### src/rtl/seq_divider_pkg.sv
// Shared types and sizing helpers for the sequential restoring divider.
// Holds the controller state enum, the default operand width and the iteration-counter width.
package seq_divider_pkg;

    localparam int DEF_WIDTH = 4;
    localparam int DEF_CNT_W = $clog2(DEF_WIDTH);

    typedef enum logic [1:0] {
        IDLE = 2'd0,
        CALC = 2'd1,
        DONE = 2'd2
    } state_t;

    // A counter needs at least one bit, even for the smallest operand width.
    function automatic int cnt_width(input int w);
        return (w <= 2) ? 1 : $clog2(w);
    endfunction

endpackage

### src/rtl/seq_divider_addsub.sv
// Parameterised ripple-carry add/subtract: S = A + (B ^ ctrl) + ctrl.
// With ctrl=1 this gives A - B, and Cout=1 means no borrow occurred.
module addsub_n #(
    parameter int WIDTH = 5
) (
    input  logic [WIDTH-1:0] i_a,
    input  logic [WIDTH-1:0] i_b,
    input  logic             i_ctrl,
    output logic [WIDTH-1:0] o_s,
    output logic             o_cout
);

    logic [WIDTH:0]   w_c;
    logic [WIDTH-1:0] w_bx;

    assign w_c[0] = i_ctrl;

    for (genvar g = 0; g < WIDTH; g++) begin : g_fa
        assign w_bx[g]    = i_b[g] ^ i_ctrl;
        assign o_s[g]     = i_a[g] ^ w_bx[g] ^ w_c[g];
        assign w_c[g + 1] = (i_a[g] & w_bx[g]) | (w_c[g] & (i_a[g] ^ w_bx[g]));
    end

    assign o_cout = w_c[WIDTH];

endmodule

### src/rtl/seq_divider.sv
// Sequential unsigned restoring divider: one quotient bit per clock through a
// shared subtractor, with a start/busy/done handshake and divide-by-zero flag.
//
// state | meaning
// IDLE  | waiting for start; start is only accepted here
// CALC  | one restoring iteration per clock, WIDTH iterations total
// DONE  | one-cycle done pulse, results valid, then back to IDLE
module seq_divider
    import seq_divider_pkg::*;
#(
    parameter int WIDTH = DEF_WIDTH
) (
    input  logic             clk,
    input  logic             rst_n,
    input  logic             i_start,
    input  logic [WIDTH-1:0] i_dividend,
    input  logic [WIDTH-1:0] i_divisor,
    output logic             o_busy,
    output logic             o_done,
    output logic [WIDTH-1:0] o_quotient,
    output logic [WIDTH-1:0] o_remainder,
    output logic             o_div_zero
);

    localparam int CW = cnt_width(WIDTH);

    state_t           r_state;
    state_t           w_state_next;

    logic [WIDTH-1:0] r_q;
    logic [WIDTH-1:0] r_r;
    logic [WIDTH-1:0] r_m;
    logic [CW-1:0]    r_count;
    logic [WIDTH-1:0] r_quot;
    logic [WIDTH-1:0] r_rem;
    logic             r_div_zero;

    logic [WIDTH:0]   w_rp;
    logic [WIDTH:0]   w_trial;
    logic             w_cout;
    logic             w_fits;
    logic [WIDTH-1:0] w_r_next;
    logic [WIDTH-1:0] w_q_next;
    logic             w_last;

    assign w_rp = {r_r, r_q[WIDTH-1]};

    addsub_n #(
        .WIDTH (WIDTH + 1)
    ) u_addsub (
        .i_a    (w_rp),
        .i_b    ({1'b0, r_m}),
        .i_ctrl (1'b1),
        .o_s    (w_trial),
        .o_cout (w_cout)
    );

    // Since R' < 2*M, a successful subtract always leaves the trial MSB clear;
    // folding it in keeps the whole subtractor result consumed.
    assign w_fits   = w_cout & ~w_trial[WIDTH];
    assign w_r_next = w_fits ? w_trial[WIDTH-1:0] : w_rp[WIDTH-1:0];
    assign w_q_next = {r_q[WIDTH-2:0], w_fits};
    assign w_last   = (r_count == CW'(WIDTH - 1));

    always_comb begin
        w_state_next = r_state;
        unique case (r_state)
            IDLE: begin
                if (i_start) begin
                    w_state_next = (i_divisor == '0) ? DONE : CALC;
                end
            end
            CALC: begin
                if (w_last) begin
                    w_state_next = DONE;
                end
            end
            DONE:    w_state_next = IDLE;
            default: w_state_next = IDLE;
        endcase
    end

    always_ff @(posedge clk or negedge rst_n) begin
        if (!rst_n) begin
            r_state <= IDLE;
        end else begin
            r_state <= w_state_next;
        end
    end

    always_ff @(posedge clk or negedge rst_n) begin
        if (!rst_n) begin
            r_q        <= '0;
            r_r        <= '0;
            r_m        <= '0;
            r_count    <= '0;
            r_quot     <= '0;
            r_rem      <= '0;
            r_div_zero <= 1'b0;
        end else begin
            unique case (r_state)
                IDLE: begin
                    if (i_start) begin
                        if (i_divisor != '0) begin
                            r_q        <= i_dividend;
                            r_m        <= i_divisor;
                            r_r        <= '0;
                            r_count    <= '0;
                            r_div_zero <= 1'b0;
                        end else begin
                            r_quot     <= '1;
                            r_rem      <= i_dividend;
                            r_div_zero <= 1'b1;
                        end
                    end
                end
                CALC: begin
                    r_q     <= w_q_next;
                    r_r     <= w_r_next;
                    r_count <= r_count + CW'(1);
                    if (w_last) begin
                        r_quot <= w_q_next;
                        r_rem  <= w_r_next;
                    end
                end
                default: begin
                end
            endcase
        end
    end

    assign o_busy      = (r_state != IDLE);
    assign o_done      = (r_state == DONE);
    assign o_quotient  = r_quot;
    assign o_remainder = r_rem;
    assign o_div_zero  = r_div_zero;

endmodule

### config.mk
export PLATFORM = sky130hd
export DESIGN_NAME = seq_divider
export DESIGN_NICKNAME = d
export VERILOG_FILES = /design/src/rtl/seq_divider_pkg.sv /design/src/rtl/seq_divider_addsub.sv /design/src/rtl/seq_divider.sv
export SDC_FILE = /design/constraint.sdc
export NUM_CORES = 1
export LEC_CHECK = 0
export CORE_MARGIN = 1.5
export CORE_UTILIZATION = 45
export DETAILED_ROUTE_END_ITERATION = 8
export PLACE_DENSITY = 0.7
export SLEW_MARGIN = 25
export SYNTH_ARGS = -nofsm -noshare
export SYNTH_HDL_FRONTEND = slang
export SYNTH_SLANG_ARGS = --single-unit
### constraint.sdc
create_clock -name clk -period 7.1 [get_ports clk]
set_input_delay 1.42 -clock clk [delete_from_list [all_inputs] [get_ports clk]]
set_output_delay 1.42 -clock clk [all_outputs]
set_load 0.005 [all_outputs]
Word level (Yosys, flattened, before mapping)

Index checks and enable logic that the tools add are counted.

Shifts and indexed selects: 0
Multiplexer cells: 23
Order comparisons: 0
Reductions and logical operators: 10
Add/sub/neg operators: 1
Eq/ne operators: 7
Divide/modulo/power cells: 0
Multiply operators: 0
Bitwise gates (word level): 29

Operators by type and width:

| operator            | number |
|---|---|
| $mux 4              | 11 |
| $pmux 4 s2          | 4 |
| $mux 2              | 5 |
| $and 1x1->1         | 9 |
| $ne 2x2->1 const B  | 4 |
| $pmux 2 s2          | 2 |
| $xor 1x1->1         | 8 |
| $not 1->1           | 7 |
| $reduce_and 3->1    | 2 |
| $or 1x1->1          | 5 |
| $eq 2x2->1 const B  | 2 |
| $logic_not 4->1     | 1 |
| $reduce_and 2->1    | 2 |
| $reduce_and 4->1    | 1 |
| $reduce_bool 2->1   | 2 |
| $reduce_bool 4->1   | 1 |
| $add 2x1->2 const B | 1 |
| $eq 2x1->1 const B  | 1 |
| $logic_not 2->1     | 1 |
| $mux 1              | 1 |

Bits in registers: 25
Output and inout port bits: 11
Memories: 0
Logic and storage cells: 78
Bits in latches: 0
Bits in writable memories: 0
ROM bits: 0
Input port bits: 11

Depth between registers and ports, before layout

Gate-level depths: netlist of run 1.

Word-level depth: 15
Gate-level depth with buffers: 12
Depth with buffers taken out: 12

Cells and area by module

Synthesis of run 1 repeated with hierarchy kept, for this count alone.

Cells, all modules: 117
Area, all modules: 1,318.8 um^2

Modules (own cells, without submodules):

| module      | instances | area each (um^2) | cells an instance | sequential area each (um^2) |
|---|---|---|---|---|
| seq_divider | 1         | 1,149.9          | 100               | 625.6 |
| addsub_n    | 1         | 168.9            | 17                | 0.0 |

Least setup slack after synthesis of run 1

OpenSTA, ideal clock, no wires.

Kind: register to register
From: reg r_q[3]
To: reg r_rem[0], in the netlist o_remainder[0]
Buffers on the path: 0
Stages on the path, launching flop included: 13
Slack: 4,500 ps
Arrival: 2,536 ps
Library setup time: 64 ps
Path through: dfrtp_1 inv_1 ha_1 inv_1 fa_1 inv_1 fa_1 inv_1 fa_1 xnor2_4 mux2_2 a21oi_1 mux2_2

Word-level cells in the longest chain between the ends: 14

RTL lines:

| what                                       | RTL line                                           | RTL |
|---|---|---|
| start, declared                            | seq_divider.sv:30                                  | `logic [WIDTH-1:0] r_q;` |
| start signal, assigned                     | seq_divider.sv:105                                 | `r_q <= i_dividend;` |
| start signal, assigned                     | seq_divider.sv:118                                 | `r_q <= w_q_next;` |
| $and 1x1->1 or $xor 1x1->1 (tied branches) | seq_divider_addsub.sv:21, seq_divider_addsub.sv:20 |  |
| $or 1x1->1                                 | seq_divider_addsub.sv:21                           | `assign w_c[g + 1] = (i_a[g] & w_bx[g]) \| (w_c[g] & (i_a[g] ^ w_bx[g]));` |
| $and 1x1->1                                | seq_divider_addsub.sv:21                           |  |
| $or 1x1->1                                 | seq_divider_addsub.sv:21                           |  |
| $and 1x1->1                                | seq_divider_addsub.sv:21                           |  |
| $or 1x1->1                                 | seq_divider_addsub.sv:21                           |  |
| $and 1x1->1                                | seq_divider_addsub.sv:21                           |  |
| $or 1x1->1                                 | seq_divider_addsub.sv:21                           |  |
| $and 1x1->1 or $xor 1x1->1 (tied branches) | seq_divider_addsub.sv:21, seq_divider_addsub.sv:20 |  |
| $or 1x1->1 or $not 1->1 (tied branches)    | seq_divider_addsub.sv:21, seq_divider.sv:60        |  |
| $and 1x1->1                                | seq_divider.sv:60                                  | `assign w_fits = w_cout & ~w_trial[WIDTH];` |
| $mux 4 (*)                                 | seq_divider.sv:61                                  | `assign w_r_next = w_fits ? w_trial[WIDTH-1:0] : w_rp[WIDTH-1:0];` |
| $mux 4 (*)                                 | seq_divider.sv:121                                 | `if (w_last) begin` |
| $pmux 4 s2 (*)                             | seq_divider.sv:101                                 | `unique case (r_state)` |
| end signal, assigned                       | seq_divider.sv:112                                 | `r_rem <= i_dividend;` |
| end signal, assigned                       | seq_divider.sv:123                                 | `r_rem <= w_r_next;` |
| end, declared                              | seq_divider.sv:35                                  | `logic [WIDTH-1:0] r_rem;` |

Every way passes the cells marked *; elsewhere a longest branch is shown, timed or not. The select of a mux whose other input is x is not followed.
A chain may end at the register's enable or synchronous reset.

Final worst setup path of run 1

From: reg r_state[1]
To: out o_busy

Word-level cells in the longest chain between the ends: 1

RTL lines:

| what                   | RTL line           | RTL |
|---|---|---|
| start, declared        | seq_divider.sv:27  | `state_t r_state;` |
| start signal, assigned | seq_divider.sv:87  | `r_state <= w_state_next;` |
| $reduce_bool 2->1      | seq_divider.sv:132 | `assign o_busy = (r_state != IDLE);` |
| end, declared          | seq_divider.sv:18  | `output logic o_busy,` |

Every way passes these cells.

==> impl_metrics.yaml, run 1 <==
global_route:
  gr-max-usage-layer: "met2"
  use_met3_pct: 2.09
  use_met1_pct: 24.8
  grt.overflow.total: 0
  grt_pass1_wl_mm: 4.22
  grtUsageMet2_pct: 27.2
  antenna_found_initial: 0
  grt_pass1_vias: 884
  grt_max_degree: 26
  grtUsageTotal_pct: 17.3
timing:
  maxSlewViolCount: 0
  fin_skew_ns: 0.00634
  maxSlewHeadroom_pct: 58.4
  period_share_pct: 41.7
  final_hold_viol_count: 0
  setup_viol: 0
  fmax_mhz: 338
  worst_slew_pin_slew_ns: 0.621
  rsz0062_at_grt: "false"
  min_period_ns: 2.96
  setup_tns_ns: 0
cells_and_area:
  fillers: 249
  utilization_pct: 56.1
  n_antenna_cell: 0
  final_common_cell: "dfrtp_1"
  mostFrequentLayoutCells: "dfrtp_1 (25), clkdlybuf4s50_1 (20), nand2_1 (19), nor2_1 (10), inv_1 (8)"
  fin_nets: 154
  area_growth_pct: 20.5
  drive_gt1_share_pct: 14.6
detailed_routing:
  drt-initial-drc-count: 24
  drt-pass1-iter-count: 4
  ant_nets: 0
  wl_per_cell_microns: 14.2
  drt-total-wl_mm: 2.38
  vias_per_cell: 5.25
  drc: 0
  vias: 882
critical_path:
  cp_max_fo: 6
  cp-start-kind: "register"
  cp.arrival_ns: 1.54
  endpoint_kind: "output pin"
  crit_type: "register to output pin"
  r2r_slack_ns: 4.21
  cp.required_ns: 5.68
clock_network:
  clk-insertion-delay-late_ns: 0.31
  cts_tree: "yes"
  cts_sinks: 25
  cts-buffers-inserted: 3
  clock_path_buffers: 2
  path_clk_slew_ns: 0.13
  cts_hold_buf: 0
  htreeDepth: 1
  cts_setup_buffers: 0
  cts-root-buf: "clkbuf_4"
  post_cts_resized: 0
logic_synthesis:
  syn_area_sq_mm: 0.00126
  ys.warnings.count: 0
  syn_area_per_cell_sq_um: 11.0
  ys_ff_latch: 25
  ys_seq_area_share_pct: 49.6
  synth_cell_types: 26
  syn_nets: 131
  syn_inst: 115
outcome:
  status: "finished, final reports clean"
power_and_ir_drop:
  seqPwrFrac_pct: 37.2
  clockPowerShare_pct: 8.8
  p_leak_nw: 0.691
  p_int_w: 0.000424
  power_density_mw_per_mm2: 461
  pwr-share-comb_pct: 54.0
  power.share.switching_pct: 39.6
  irDropWorstVdd_mv: 0.265
  switching_power_w: 0.000278
placement:
  io_buffer_count: 21
  gp_congestion: 0.772
  dp_hpwl_mm: 1.88
floorplan:
  fp.dieH_microns: 56.0
  dieWidth_microns: 56.0
  ios: 22
  start_util_pct: 46.6
  num_rows: 19
  core_sq_mm: 0.00271
  dieArea_sq_mm: 0.00313
hold_path:
  hold_path.class: "register to register"
flow_run:
  maxCapViolations: 0
-- cell type report --
type | instances | area [sq um] | share of cell area, %
Timing Repair Buffer | 21 | 205 | 13.5
Sequential cell | 25 | 626 | 41.1
Clock buffer | 3 | 22.5 | 1.48
Inverter | 8 | 30.0 | 1.97
Clock inverter | 1 | 5.00 | 0.329
Multi-Input combinational cell | 79 | 594 | 39.1
Tap cell | 31 | 38.8 | 2.55
-- worst paths after layout --
kind                       cells after the start        from              to
max in group asynchronous                      1       rst_n          r_r[2]
min in group asynchronous                      1       rst_n          r_r[1]
max reg2reg                                   12      r_q[3]  o_remainder[1]
max                                            2  r_state[1]          o_busy
min reg2reg                                    2      r_m[1]          r_m[1]
min                                            2      r_m[1]          r_m[1]
-- synth_stat cells --
library cell / number / area share, %
nor2b_1: 2 / 0.99
nand2b_1: 2 / 0.99
clkbuf_2: 1 / 0.40
mux2_2: 7 / 6.2
a21o_1: 1 / 0.59
o31ai_1: 1 / 0.59
nor4_4: 1 / 1.7
a21oi_1: 6 / 2.4
or2_2: 1 / 0.50
nand3_1: 1 / 0.40
a21oi_2: 1 / 0.69
fa_1: 3 / 4.8
nand2_1: 19 / 5.6
inv_1: 8 / 2.4
o311ai_0: 1 / 0.69
o21ai_0: 7 / 2.8
nor2_1: 10 / 3.0
xnor2_4: 1 / 2.2
mux2i_1: 7 / 5.6
o2bb2ai_1: 3 / 2.1
nor3b_4: 1 / 1.5
nor3b_2: 1 / 0.99
dfrtp_1: 25 / 50
and2_4: 1 / 0.69
ha_1: 2 / 2.0
buf_2: 2 / 0.79
-- power groups by stage --
stage | logic (W) | registers (W) | clock network (W)
6_report | 0.000379 | 0.000261 | 0.0000618
2_1_floorplan | 0.000261 | 0.000254 | 0
4_1_cts | 0.000384 | 0.000261 | 0.0000646
3_3_place_gp | 0.000371 | 0.000260 | 0
3_5_place_dp | 0.000381 | 0.000263 | 0
5_1_grt | 0.000428 | 0.000269 | 0.0000702
-- layer usage --
layer | wire length [microns] | up-vias
li1 | - | 429
met1 | 1110 | 437
met2 | 1190 | 12
met3 | 58 | 4
met4 | 25 | 0
met5 | 0 | -
-- per-stage QoR --
stage | std cells | setup WS [ns] | hold slack [ns] | area [sq um] | total power (W)
2_1_floorplan | 115 | 4.50 | 0.446 | 1260 | 0.000515
3_3_place_gp | 164 | 4.01 | 0.468 | 1500 | 0.000631
3_5_place_dp | 164 | 3.95 | 0.469 | 1490 | 0.000645
4_1_cts | 168 | 4.13 | 0.507 | 1520 | 0.000710
5_1_grt | 168 | 4.04 | 0.530 | 1520 | 0.000767
6_report | 168 | 4.14 | 0.499 | 1520 | 0.000701
-- flip-flops by register name (all words and copies together), names as in the netlist --
name / flops
o_div_zero: 1
o_quotient: 4
o_remainder: 4
r_count: 2
r_m: 4
r_q: 4
r_r: 4
r_state: 2
-- cells by family after synthesis --
group,Yosys count,synth area share [%]
xor+xnor,1,2.18
buf+inv,11,3.57
simple gates,39,16.4
mux,14,11.8
fa+ha+maj,5,6.74
compound gates,20,9.81
flops,25,49.6
-- critical path, cell delays in order, from the launching register on --
cell	delay (ns)
dfrtp_1	0.49
or2_2	0.30
clkdlybuf4s50_1	0.44
Power figures use the tool's default switching activity.
==> run 2: changes to the inputs <==
Settings changed: PLACE_DENSITY 0.7 to 0.72.
Clock period 7.1 ns to 2.48 ns, I/O delays scaled along.
==> run 2 against run 1 <==
The run now ends with negative setup slack left. Largest cell class is now multi-input combinational cells. Wire length grew 14%. Sequential power grew to 2.9 times the previous value. Clock skew shrank 0.0054 ns. Count of clock-buffer cells in the layout grew 1. Core utilization grew 5.6 points. Worst hold slack gained 0.0085 ns. Via count grew 1.5%. Worst setup slack lost 4.3 ns. First-iteration DRC count shrank 50%. Critical path depth grew 10. Sequential cell count is the same.
==> impl_metrics.yaml, run 2 (synthesis gave the netlist of run 1 again) <==
outcome:
  status: "finished, violations left"
  violations: "negative setup slack"
timing:
  fin_ws_ns: -0.127
  rsz0062_at_grt: "true"
  fmax_mhz: 384
  min_period_ns: 2.61
  maxSlewViolCount: 0
  setup_tns_ns: -0.482
  final_hold_viol_count: 0
  worst_slew_pin_slew_ns: 0.578
  fin_skew_ns: 0.000968
  setup_viol: 6
  maxSlewHeadroom_pct: 61.5
  period_share_pct: 105
clock_network:
  cts_hold_buf: 0
  clk-insertion-delay-late_ns: 0.33
  cts_tree: "yes"
  path_clk_slew_ns: 0.14
  clock_path_buffers: 2
  cts_sinks: 25
  htreeDepth: 1
  cts-buffers-inserted: 3
  cts-root-buf: "clkbuf_4"
floorplan:
  num_rows: 19
  dieArea_sq_mm: 0.00313
  start_util_pct: 46.6
  dieWidth_microns: 56.0
  fp.dieH_microns: 56.0
  ios: 22
  core_sq_mm: 0.00271
cells_and_area:
  n_antenna_cell: 0
  fin_nets: 163
  seq_area_sq_um: 626
  multi_input_area_sq_um: 667
  area_growth_pct: 32.5
  finalNonFillerCells: 177
  final_common_cell: "dfrtp_1"
  fillers: 231
  mostFrequentLayoutCells: "dfrtp_1 (25), clkdlybuf4s50_1 (21), nand2_1 (19), nor2_1 (10)"
  drive_gt1_share_pct: 26.0
detailed_routing:
  drt-pass1-iter-count: 4
  drt-total-wl_mm: 2.71
  drt-initial-drc-count: 12
  ant_nets: 0
  wl_per_cell_microns: 15.3
  drc: 0
  vias_per_cell: 5.06
  vias: 895
power_and_ir_drop:
  p_int_w: 0.00149
  power.share.switching_pct: 40.2
  seqPwrFrac_pct: 30.4
  power_density_mw_per_mm2: 1490
  switching_power_w: 0.00100
  clockPowerShare_pct: 7.6
  power.total_w: 0.00249
  p_leak_nw: 0.748
  pwr-share-comb_pct: 61.9
  irDropWorstVdd_mv: 1.09
critical_path:
  crit_type: "register to register"
  cp.required_ns: 2.71
  reg2reg_from: "r_q[3]"
  endpoint_kind: "register"
  worstSetupStartpoint: "r_q[3]"
  cp_max_fo: 4
  cp.arrival_ns: 2.84
  cp-start-kind: "register"
global_route:
  grt.overflow.total: 0
  grt_max_degree: 26
  antenna_found_initial: 0
  grt_pass1_vias: 963
  grt_pass1_wl_mm: 4.59
  grtUsageTotal_pct: 18.9
placement:
  dp.cells: 169
  dp_hpwl_mm: 1.87
  gp_congestion: 0.803
  io_buffer_count: 21
hold_path:
  hold_path.class: "primary input to async pin"
flow_run:
  maxCapViolations: 0
## run 2: changes by cell type in the layout (fill, tap and decap cells not counted), sizes merged
cell           previous run  this run
clkbuf                    3         4
buf                       1         9
clkinv                    1         0
clkdlybuf4s50            20        21
## run 2: power by group through the flow
stage          Combinational [W]  Sequential [W]  Clock, W
2_1_floorplan           0.000751        0.000727         0
3_3_place_gp             0.00111        0.000744         0
3_5_place_dp             0.00115        0.000754         0
4_1_cts                  0.00138        0.000755  0.000188
5_1_grt                  0.00168        0.000787  0.000211
6_report                 0.00154        0.000757  0.000190
## run 2: critical path, cell delays in order (launching register included)
cell and delay, ns:
dfrtp_1 0.42, inv_2 0.08, ha_4 0.13, inv_2 0.03, fa_2 0.33, inv_2 0.06
fa_2 0.18, inv_2 0.04, fa_2 0.37, xnor2_4 0.23, mux2i_2 0.28, a21oi_1 0.09
mux2_2 0.26
## run 2: repair_timing
item | 4_1_cts | 5_1_grt
endpoints found under the hold margin | 0 | 0
gates resized for setup | 12 | 8
setup endpoints to repair | 6 | 9
setup buffers | 3 | 1
gates cloned | 0 | 0
pin swaps | 4 | 4
## run 2: per-layer routing
layer  global-route usage [%]  wire (microns)
met3                     3.95              73
met1                     27.3            1330
met2                     29.2            1280
met4                     4.76              21
met5                        0               0
## run 2: through the flow
step                      utilization, %  worst slack, ns  area, sq um  hold WS [ns]
after floorplan                        -          -0.0141         1260         0.200
after global placement              56.7          -0.0717         1540         0.467
after detailed placement            56.7           -0.181         1540         0.477
after CTS                           60.1           -0.156         1630         0.507
after global routing                61.7           -0.258         1670         0.522
final                               61.7           -0.127         1670         0.508
## run 2: area by class of cell
cell class	instances	share of cell area (%)
flip-flops and latches	25	37.4
clock buffers	4	1.57
multi-input cells	79	39.9
well taps	31	2.32
inverters	8	1.80
repair buffers	30	17.1
## run 2: final timing paths
kind	endpoint	slack, ns	cells past startpoint
setup / recovery	o_remainder[3]	-0.13	12
hold / removal	r_state[0]	0.51	2
setup reg to reg	o_remainder[3]	-0.13	12
hold reg to reg	r_m[1]	0.51	2
max in group asynchronous	o_remainder[0]	1.73	2
min in group clk	r_m[1]	0.51	2
==> run 3: changes to the inputs <==
--- a/config.mk
+++ b/config.mk
@@ -10,2 +10,3 @@
 export DETAILED_ROUTE_END_ITERATION = 8
+export GPL_TIMING_DRIVEN = 0
 export PLACE_DENSITY = 0.72
--- a/constraint.sdc
+++ b/constraint.sdc
@@ -3,2 +3,2 @@
 set_output_delay 0.496 -clock clk [all_outputs]
-set_load 0.005 [all_outputs]
+set_load 0.01 [all_outputs]
==> run 3 against run 2 <==
The flow still finishes with violations (negative setup slack). Critical endpoint is now o_remainder[1]. Sequential share of layout area up 1.3 points. Sequential cell count unchanged. Via count did not move. Clock skew up 0.0049 ns. First-iteration DRC count increased by 50%. Sequential power down 2%. Worst setup slack worse by 0.054 ns. Combinational power fell by 8%. Clock power fell by 5%. Cell count down 1.1%. Count of clock-buffer cells in the layout is the same.
==> impl_metrics.yaml, run 3 (synthesis gave the netlist of run 1 again) <==
global_route:
  grt_max_degree: 26
  grtUsageTotal_pct: 16.3
  grt_pass1_vias: 864
  grt.overflow.total: 0
  antenna_found_initial: 0
  grt_pass1_wl_mm: 3.95
placement:
  io_buffer_count: 21
  gp_congestion: 0.759
  dp_hpwl_mm: 1.70
  dp.cells: 167
floorplan:
  fp.dieH_microns: 56.0
  dieArea_sq_mm: 0.00313
  ios: 22
  num_rows: 19
  core_sq_mm: 0.00271
  dieWidth_microns: 56.0
  start_util_pct: 46.6
timing:
  fin_skew_ns: 0.00590
  fin_ws_ns: -0.182
  setup_viol: 5
  min_period_ns: 2.66
  hold_ws_ns: 0.144
  rsz0062_at_grt: "true"
  fmax_mhz: 376
  setup_tns_ns: -0.538
  final_hold_viol_count: 0
  period_share_pct: 107
  maxSlewViolCount: 0
  worst_slew_pin_slew_ns: 0.560
  maxSlewHeadroom_pct: 62.7
detailed_routing:
  wl_per_cell_microns: 13.5
  wl_met2_mm: 1.13
  drt-initial-drc-count: 18
  drt-pass1-iter-count: 4
  drc: 0
  drt-total-wl_mm: 2.37
  vias: 895
  vias_per_cell: 5.11
  dr_wl_met3_microns: 71
  ant_nets: 0
  highest-signal-layer: "met4"
  met1Wirelength_mm: 1.12
critical_path:
  crit_slowest_cell: "dfrtp_1"
  crit_chain: "inv_2 > ha_4 > inv_2 > fa_2 > inv_2 > fa_2 > inv_2 > fa_2 > xnor2_4 > mux2i_2 > a21oi_1 > mux2_2"
  cp-start-kind: "register"
  cp_slowest_stage_delay_ns: 0.41
  crit_family: "adder cells"
  cp_max_fo: 5
  cp.arrival_ns: 2.88
  crit_type: "register to register"
  endpoint_kind: "register"
  cp.required_ns: 2.70
  path_buf_inv: 4
  path_common_cell: "inv_2"
outcome:
  violations: "negative setup slack"
  status: "finished, violations left"
clock_network:
  clk-insertion-delay-late_ns: 0.32
  cts_sinks: 25
  htreeDepth: 1
  clock_path_buffers: 2
  cts-buffers-inserted: 3
  cts_tree: "yes"
  cts-root-buf: "clkbuf_4"
  cts_hold_buf: 0
  path_clk_slew_ns: 0.13
power_and_ir_drop:
  p_leak_nw: 0.724
  power_density_mw_per_mm2: 1450
  power.total_w: 0.00235
  irDropWorstVdd_mv: 0.976
hold_path:
  hold_path.class: "primary input to async pin"
cells_and_area:
  drive_gt1_share_pct: 26.4
  final_common_cell: "dfrtp_1"
  utilization_pct: 59.6
  n_antenna_cell: 0
  fin_nets: 161
  mostFrequentLayoutCells: "dfrtp_1 (25), clkdlybuf4s50_1 (20), nand2_1 (19), nor2_1 (10), o21ai_0 (7)"
  finalNonFillerCells: 175
  area_growth_pct: 27.9
flow_run:
  maxCapViolations: 0
[run 3: changes by cell type in the layout (fill, tap and decap cells not counted), sizes merged]
cell,delta
buf,-2
clkbuf,+1
clkdlybuf4s50,-1
[run 3: layout make-up]
type                       count  area [sq um]
multi-input combinational     79           641
clock buffer                   4          26.3
timing repair buffer          25           239
fill                         252          1090
buffer                         3          15.0
tap                           31          38.8
inverter                       8          30.0
sequential                    25           626
[run 3: repair_timing]
item | 4_1_cts | 5_1_grt
setup buffers | 2 | 2
setup endpoints to repair | 7 | 8
pin swaps | 4 | 7
resized for setup | 14 | 3
[run 3: worst paths after layout]
check	startpoint	slack [ns]	cells after the start	end
worst max-delay path	r_q[3]	-0.18	12	o_remainder[1]
worst min-delay path	rst_n	0.14	1	o_div_zero
worst max register to register	r_q[3]	-0.18	12	o_remainder[1]
worst min register to register	r_m[1]	0.50	2	r_m[1]
max in group asynchronous	rst_n	1.96	1	o_remainder[3]
min in group clk	r_m[1]	0.50	2	r_m[1]
[run 3: report_power, final]
part | internal (W) | switching (W)
clock | 0.0000630 | 0.000117
combinational | 0.000765 | 0.000658
sequential | 0.000600 | 0.000144
total | 0.00143 | 0.000920
[run 3: routing by layer]
layer	up-vias	global-route usage, %
li1	442	-
met1	427	23.3
met2	21	25.5
met3	5	2.09
met4	0	6.12
met5	-	0
[run 3: through the flow]
step | setup WS, ns | cell area (sq um)
6_report | -0.182 | 1620
5_1_grt | -0.273 | 1620
4_1_cts | -0.221 | 1590
3_5_place_dp | -0.309 | 1510
3_3_place_gp | -0.240 | 1510
2_1_floorplan | -0.0141 | 1260
